--- config.mk ---
export PLATFORM = sky130hd
export DESIGN_NAME = detector_feed_ctrl
export DESIGN_NICKNAME = d
export VERILOG_FILES = /design/src/rtl/detector_feed_ctrl.sv
export SDC_FILE = /design/constraint.sdc
export NUM_CORES = 1
export LEC_CHECK = 0
export ABC_CLOCK_PERIOD_IN_PS = 4900
export CAP_MARGIN = 20
export CELL_PAD_IN_SITES_DETAIL_PLACEMENT = 1
export CELL_PAD_IN_SITES_GLOBAL_PLACEMENT = 2
export CORE_MARGIN = 2
export CORE_UTILIZATION = 29
export DETAILED_ROUTE_END_ITERATION = 12
export PLACE_DENSITY_LB_ADDON = 0.25
export SETUP_SLACK_MARGIN = 0.15
export SYNTH_ARGS = -nofsm -noshare
export SYNTH_HDL_FRONTEND = slang
export SYNTH_SLANG_ARGS = --single-unit
--- constraint.sdc ---
create_clock -name clock -period 4.9 [get_ports clock]
set_clock_uncertainty 0.2 [all_clocks]
set_input_delay 0.49 -clock clock [delete_from_list [all_inputs] [get_ports clock]]
set_output_delay 0.49 -clock clock [all_outputs]
set_load 0.02 [all_outputs]
--- src/rtl/detector_feed_ctrl.sv ---
// rtl/detector_feed_ctrl.sv - round-robin nibble feeder for the serial pattern detector
// Serialises granted nibbles MSB-first, tracks the last four fed bits and counts detector hits.
module detector_feed_ctrl #(
  parameter int COUNT_W = 8
) (
  input  logic               clock,
  input  logic               reset,
  input  logic               a_req,
  input  logic [3:0]         a_data,
  output logic               a_ack,
  input  logic               b_req,
  input  logic [3:0]         b_data,
  output logic               b_ack,
  input  logic               clr,
  output logic               det_bit,
  output logic               det_step,
  input  logic               det_hit,
  output logic [3:0]         hist,
  output logic [COUNT_W-1:0] hit_count,
  output logic               hit_pulse,
  output logic               busy
);

  typedef enum logic [1:0] {IDLE, SHIFT, DRAIN} state_t;

  localparam logic [COUNT_W-1:0] CNT_MAX = '1;

  state_t             state_q, state_d;
  logic [1:0]         idx_q, idx_d;
  logic [3:0]         shreg_q, shreg_d;
  logic               last_grant_q, last_grant_d;  // 1 = B was granted last
  logic [3:0]         hist_q, hist_d;
  logic [COUNT_W-1:0] hit_count_q, hit_count_d;
  logic               step_d_q, step_d_d;

  always_ff @(posedge clock or posedge reset) begin
    if (reset) begin
      state_q      <= IDLE;
      idx_q        <= 2'd3;
      shreg_q      <= 4'd0;
      last_grant_q <= 1'b1;
      hist_q       <= 4'd0;
      hit_count_q  <= '0;
      step_d_q     <= 1'b0;
    end else begin
      state_q      <= state_d;
      idx_q        <= idx_d;
      shreg_q      <= shreg_d;
      last_grant_q <= last_grant_d;
      hist_q       <= hist_d;
      hit_count_q  <= hit_count_d;
      step_d_q     <= step_d_d;
    end
  end

  always_comb begin
    state_d      = state_q;
    idx_d        = idx_q;
    shreg_d      = shreg_q;
    last_grant_d = last_grant_q;
    a_ack        = 1'b0;
    b_ack        = 1'b0;
    det_bit      = 1'b0;
    det_step     = 1'b0;

    case (state_q)
      IDLE: begin
        // Acks are combinational, so they must stay quiet while reset is held.
        if (!reset) begin
          if (a_req && (!b_req || last_grant_q)) begin
            a_ack        = 1'b1;
            shreg_d      = a_data;
            last_grant_d = 1'b0;
            idx_d        = 2'd3;
            state_d      = SHIFT;
          end else if (b_req) begin
            b_ack        = 1'b1;
            shreg_d      = b_data;
            last_grant_d = 1'b1;
            idx_d        = 2'd3;
            state_d      = SHIFT;
          end
        end
      end
      SHIFT: begin
        det_step = 1'b1;
        det_bit  = shreg_q[idx_q];
        if (idx_q == 2'd0) begin
          state_d = DRAIN;
        end else begin
          idx_d = idx_q - 2'd1;
        end
      end
      DRAIN: begin
        state_d = IDLE;
      end
      default: begin
        state_d = IDLE;
      end
    endcase

    hit_pulse = step_d_q & det_hit;
    step_d_d  = det_step;

    hist_d = hist_q;
    if (clr) begin
      hist_d = 4'd0;
    end else if (det_step) begin
      hist_d = {hist_q[2:0], det_bit};
    end

    hit_count_d = hit_count_q;
    if (clr) begin
      hit_count_d = '0;
    end else if (hit_pulse && (hit_count_q != CNT_MAX)) begin
      hit_count_d = hit_count_q + 1'b1;
    end
  end

  assign hist      = hist_q;
  assign hit_count = hit_count_q;
  assign busy      = (state_q != IDLE);

endmodule
* Word-level counts from Yosys, hierarchy flattened *
Cells that the tools add are included.

cells by class
  add/sub/neg operators = 2
  $lt $le $gt $ge = 1
  equality and inequality tests = 6
  multiplexer cells = 29
  bitwise gates (word level) = 2
  reduce and logical (&&, ||, !) cells = 14

operators with widths
  cell                 count
  $mux 2               8
  $mux 4               4
  $mux 8               2
  $mux 1               12
  $reduce_bool 2->1    5
  $add 8x1->8 const B  1
  $ne 8x8->1 const B   1
  $pmux 2 s2           2
  $ne 2x2->1 const B   3
  $reduce_and 3->1     2
  $logic_not 2->1      2
  $reduce_and 4->1     1
  $lt 2x3->1 const B   1
  $ne 3x3->1 const B   1
  $bmux 1 s2           1
  $eq 2x1->1 const B   1
  $logic_and 1x1->1    2
  $sub 2x1->2 const B  1
  $and 1x1->1          1
  $logic_not 1->1      1
  $logic_or 1x1->1     1
  $not 1->1            1

storage, ports and cells
  flip-flop bits (word level) = 22
  bits of input ports = 14
  output and inout bits = 18

* Longest topological paths before layout *
  depth in word-level cells = 6
  mapped depth = 5
  mapped depth without buffers = 5

* Worst setup path after synthesis *
Ideal clock, no wire load.

  path type = reg2reg
  start = reg hit_count_q[0], in the netlist hit_count[0]
  end = reg hit_count_q[5], in the netlist hit_count[5]
  setup time = 0.077 ns
  data arrival time = 1.724 ns
  required time = 4.623 ns
  slack = 2.898 ns
  cell stages (with the launch flop) = 6
  path buffers = 0
  cell sequence = dfrtp_1 -> ha_1 -> and3_4 -> a21o_1 -> or4_1 -> a21oi_1

between the ends
  cells in the longest elaborated chain, start to end = 3
  elaborated cells between the ends (all ways) = 6
  classes of those cells = add/sub: 1; eq/ne: 1; mux: 2; reduce/logical: 2

ends and longest elaborated chain
  what                                         line      text
  start, declared                              33        logic [COUNT_W-1:0] hit_count_q, hit_count_d;
  start signal, assigned                       51        hit_count_q <= hit_count_d;
  $add 8x1->8 or $ne 8x8->1 (tied branches)    116, 115
  $mux 8 or $logic_and 1x1->1 (tied branches)  115       end else if (hit_pulse && (hit_count_q != CNT_MAX)) begin
  $mux 8 or $reduce_bool 2->1 (tied branches)  --

Several ways; a longest one is shown, not always the timed one. The select of a mux whose other input is x is not followed.
A chain may end at the register's enable or synchronous reset.

* Worst setup path in the final report *
  start = in b_req
  end = out b_ack

between the ends
  cells in the longest elaborated chain, start to end = 6
  elaborated cells between the ends (all ways) = 7
  classes of those cells = mux: 4; reduce/logical: 3

ends and longest elaborated chain
  what               line  text
  start, declared    11    input logic b_req,
  $logic_not 1->1    70    if (a_req && (!b_req || last_grant_q)) begin
  $logic_or 1x1->1   70
  $logic_and 1x1->1  70
  $mux 1 (*)         70
  $mux 1 (*)         69    if (!reset) begin
  $mux 1 (*)         66    case (state_q)
  end, declared      13    output logic b_ack,

Every way passes the cells marked *; elsewhere a longest branch is shown, timed or not.

==> impl_metrics.ini <==
[logic_synthesis]
ys_types = 31
synthesis.nets = 122
synth_common_cells = 19 x dfrtp_1, 19 x nand2_1, 8 x nor2_1
avgSynthCellArea_um2 = 9.93
synth_edf_count = 0
synth_top_area_cell = dfrtp_1
synthCells = 106
netlist.area_leader.share_pct = 45.2
synth_warnings = 0
syn_area_mm2 = 0.00105
postSynth.asyncResetShare_pct = 100
synthTopCellsByArea = dfrtp_1 45%, dfstp_2 7.5%, nand2_1 6.8%
synth_ff_type = dfrtp_1
ys_seq_area_share_pct = 52.7
synth_seq_cells = 22

[final_layout]
antenna_cells = 0
drive_gt1_share_pct = 7.86
post-route-cell-area_mm2 = 0.00147
fin_nets = 157
area_growth_syn_to_layout_pct = 39.6
fill_cells = 407
regArea_um2 = 554
multi_input_area_um2 = 468

[critical_path]
critical_path_class = in -> out
worstPathMaxFanout = 6
cp.required_ps = 4210
crit_path_start_kind = input pin
crit_arrival_ps = 2360
endpoint_kind = primary output

[route]
routed_via_density = 4.81
wl_per_cell_um = 14.1
ant_nets = 0
firstDrtPassIters = 3
num_vias = 895
drtIter0Drc = 50
drc = 0
drt_wl_total_um = 2630

[place]
portBuffers = 31
dpl.hpwl_um = 1980
gp_congestion = 0.742
place_area_mm2 = 0.00142

[timing]
slew_violations = 0
fmax_ghz = 0.328
min_period_over_period_pct = 62.2
slew-limit-headroom_pct = 43.2
setup_tns_ps = 0
tightest_slew_ps = 851
rsz0062_at_grt = false
hold_viol = 0
finalSetupViolations = 0
period_needed_ps = 3050

[status]
status = finished clean

[grt]
grt_pass1_vias = 962
grt_pass1_wl_um = 4630
antenna_found_initial = 0
grt_use_total_pct = 14.4
overflow = 0
grt_max_degree = 23

[clocking]
cts_root_buf = clkbuf_4
cts_tree = built
cts_setup_buffers = 0
cts_buffer_depth = 2
cts-htree-levels = 1
clk_latency_ps = 300
clkSlewWorstSetupHoldPaths_ps = 120
cts.sinks = 22
cts_inserted_buffers = 3
cts_resized = 0
cts-hold-fix-buffers = 0

[run]
cap_viol_max_count = 0

[pwr]
swShare_pct = 34.9
pwr-share-comb_pct = 39.0
p_switching_mw = 0.238
ir_drop_v = 0.000236
p_leak_nw = 0.633
p_int_mw = 0.443
clkPwrFrac_pct = 20.2
powerDensity_mw_per_mm2 = 464
seq_power_share_pct = 40.8

[floorplanning]
initial_utilization_pct = 30.8
pin_count = 32
core-area_mm2 = 0.00342
die_w_um = 64.2
fp.dieH_um = 64.2
fp-row-count = 21
dieArea_mm2 = 0.00413

[worst_hold_path]
min_path_type = reg -> reg
[area by class of cell]
cell class              instances  area share (%)
flip-flops and latches         22            37.7
multi-input cells              76            31.9
repair buffers                 31            21.1
well taps                      46            3.92
clock inverters                 1            2.04
inverters                       7            1.79
clock buffers                   3            1.53
[layout by cell type, fill, tap and decap left out]
| cell | instances |
|---|---|
| o21ai_1 | 2 |
| and3_1 | 1 |
| a31oi_1 | 1 |
| a2111oi_0 | 1 |
| or2_2 | 1 |
| ha_1 | 2 |
| o21a_1 | 1 |
| o31ai_1 | 1 |
| or4_1 | 1 |
| nand3_1 | 2 |
| a21oi_1 | 7 |
| dfrtp_1 | 19 |
| nand2_1 | 19 |
| and4_4 | 1 |
| o21ai_0 | 5 |
| mux2i_1 | 6 |
| inv_1 | 7 |
| bufinv_16 | 1 |
| clkbuf_4 | 3 |
| nor3_1 | 3 |
| and3_4 | 1 |
| nor2_1 | 8 |
| and2_1 | 1 |
| nand2b_1 | 1 |
| a22oi_1 | 1 |
| xor2_1 | 1 |
| a211oi_1 | 3 |
| mux4_2 | 1 |
| dfstp_2 | 3 |
| a21o_1 | 1 |
| clkdlybuf4s50_1 | 31 |
| nor4_1 | 1 |
| xnor2_1 | 3 |
[registers in the layout, summed over array words and instances (netlist names)]
register,flops
hit_count,8
hist,4
shreg_q,4
idx_q,2
state_q,2
last_grant_q,1
step_d_q,1
[stage by stage]
step                hold WS, ps  setup WS [ps]  util [%]  std cells  total power [mW]
floorplan                   245           2900         -        106             0.435
global placement            267           1930      41.5        182             0.538
detailed placement          266           1880      41.5        182             0.550
CTS                         296           1840      43.0        186             0.692
global route                334           1720      43.0        186             0.737
finish                      288           1850      43.0        186             0.681
[per-layer routing]
layer / part of all wire (%) / vias to the layer above / GRT usage, %
li1: - / 435 / -
met1: 42 / 441 / 16.0
met2: 53 / 17 / 27.3
met3: 4.2 / 2 / 2.64
met4: 0.91 / 0 / 4.79
met5: 0 / - / 0
[final timing paths]
path	from	to	slack [ps]	cells past startpoint
hold reg to reg	shreg_q[2]	shreg_q[2]	290	2
setup / recovery	b_req	b_ack	1850	5
min in group asynchronous	reset	hit_count[1]	510	2
hold / removal	shreg_q[2]	shreg_q[2]	290	2
setup reg to reg	hit_count[0]	hit_count[5]	2840	5
max in group asynchronous	reset	hit_count[0]	3470	2
[logic make-up after synthesis]
logic type      count (synthesis)  share of synthesized area, %
buf+inv                         8                          2.85
simple gates                   40                          17.8
flops                          22                          52.7
xor+xnor                        4                          3.33
fa+ha+maj                       2                          2.38
mux                             7                          7.85
compound gates                 23                          13.1
[power by group through the flow]
stage	logic (mW)	clock network, mW	registers [mW]
4_1_cts	0.271	0.142	0.279
6_report	0.266	0.138	0.278
3_3_place_gp	0.260	0	0.278
3_5_place_dp	0.269	0	0.281
5_1_grt	0.297	0.152	0.287
2_1_floorplan	0.153	0	0.282
[critical path: stages]
cell and delay [ps]:
clkdlybuf4s50_1 530, inv_1 60, o21ai_1 420, and3_1 240
clkdlybuf4s50_1 620
Note: power is estimated with default switching activity, not from simulation.
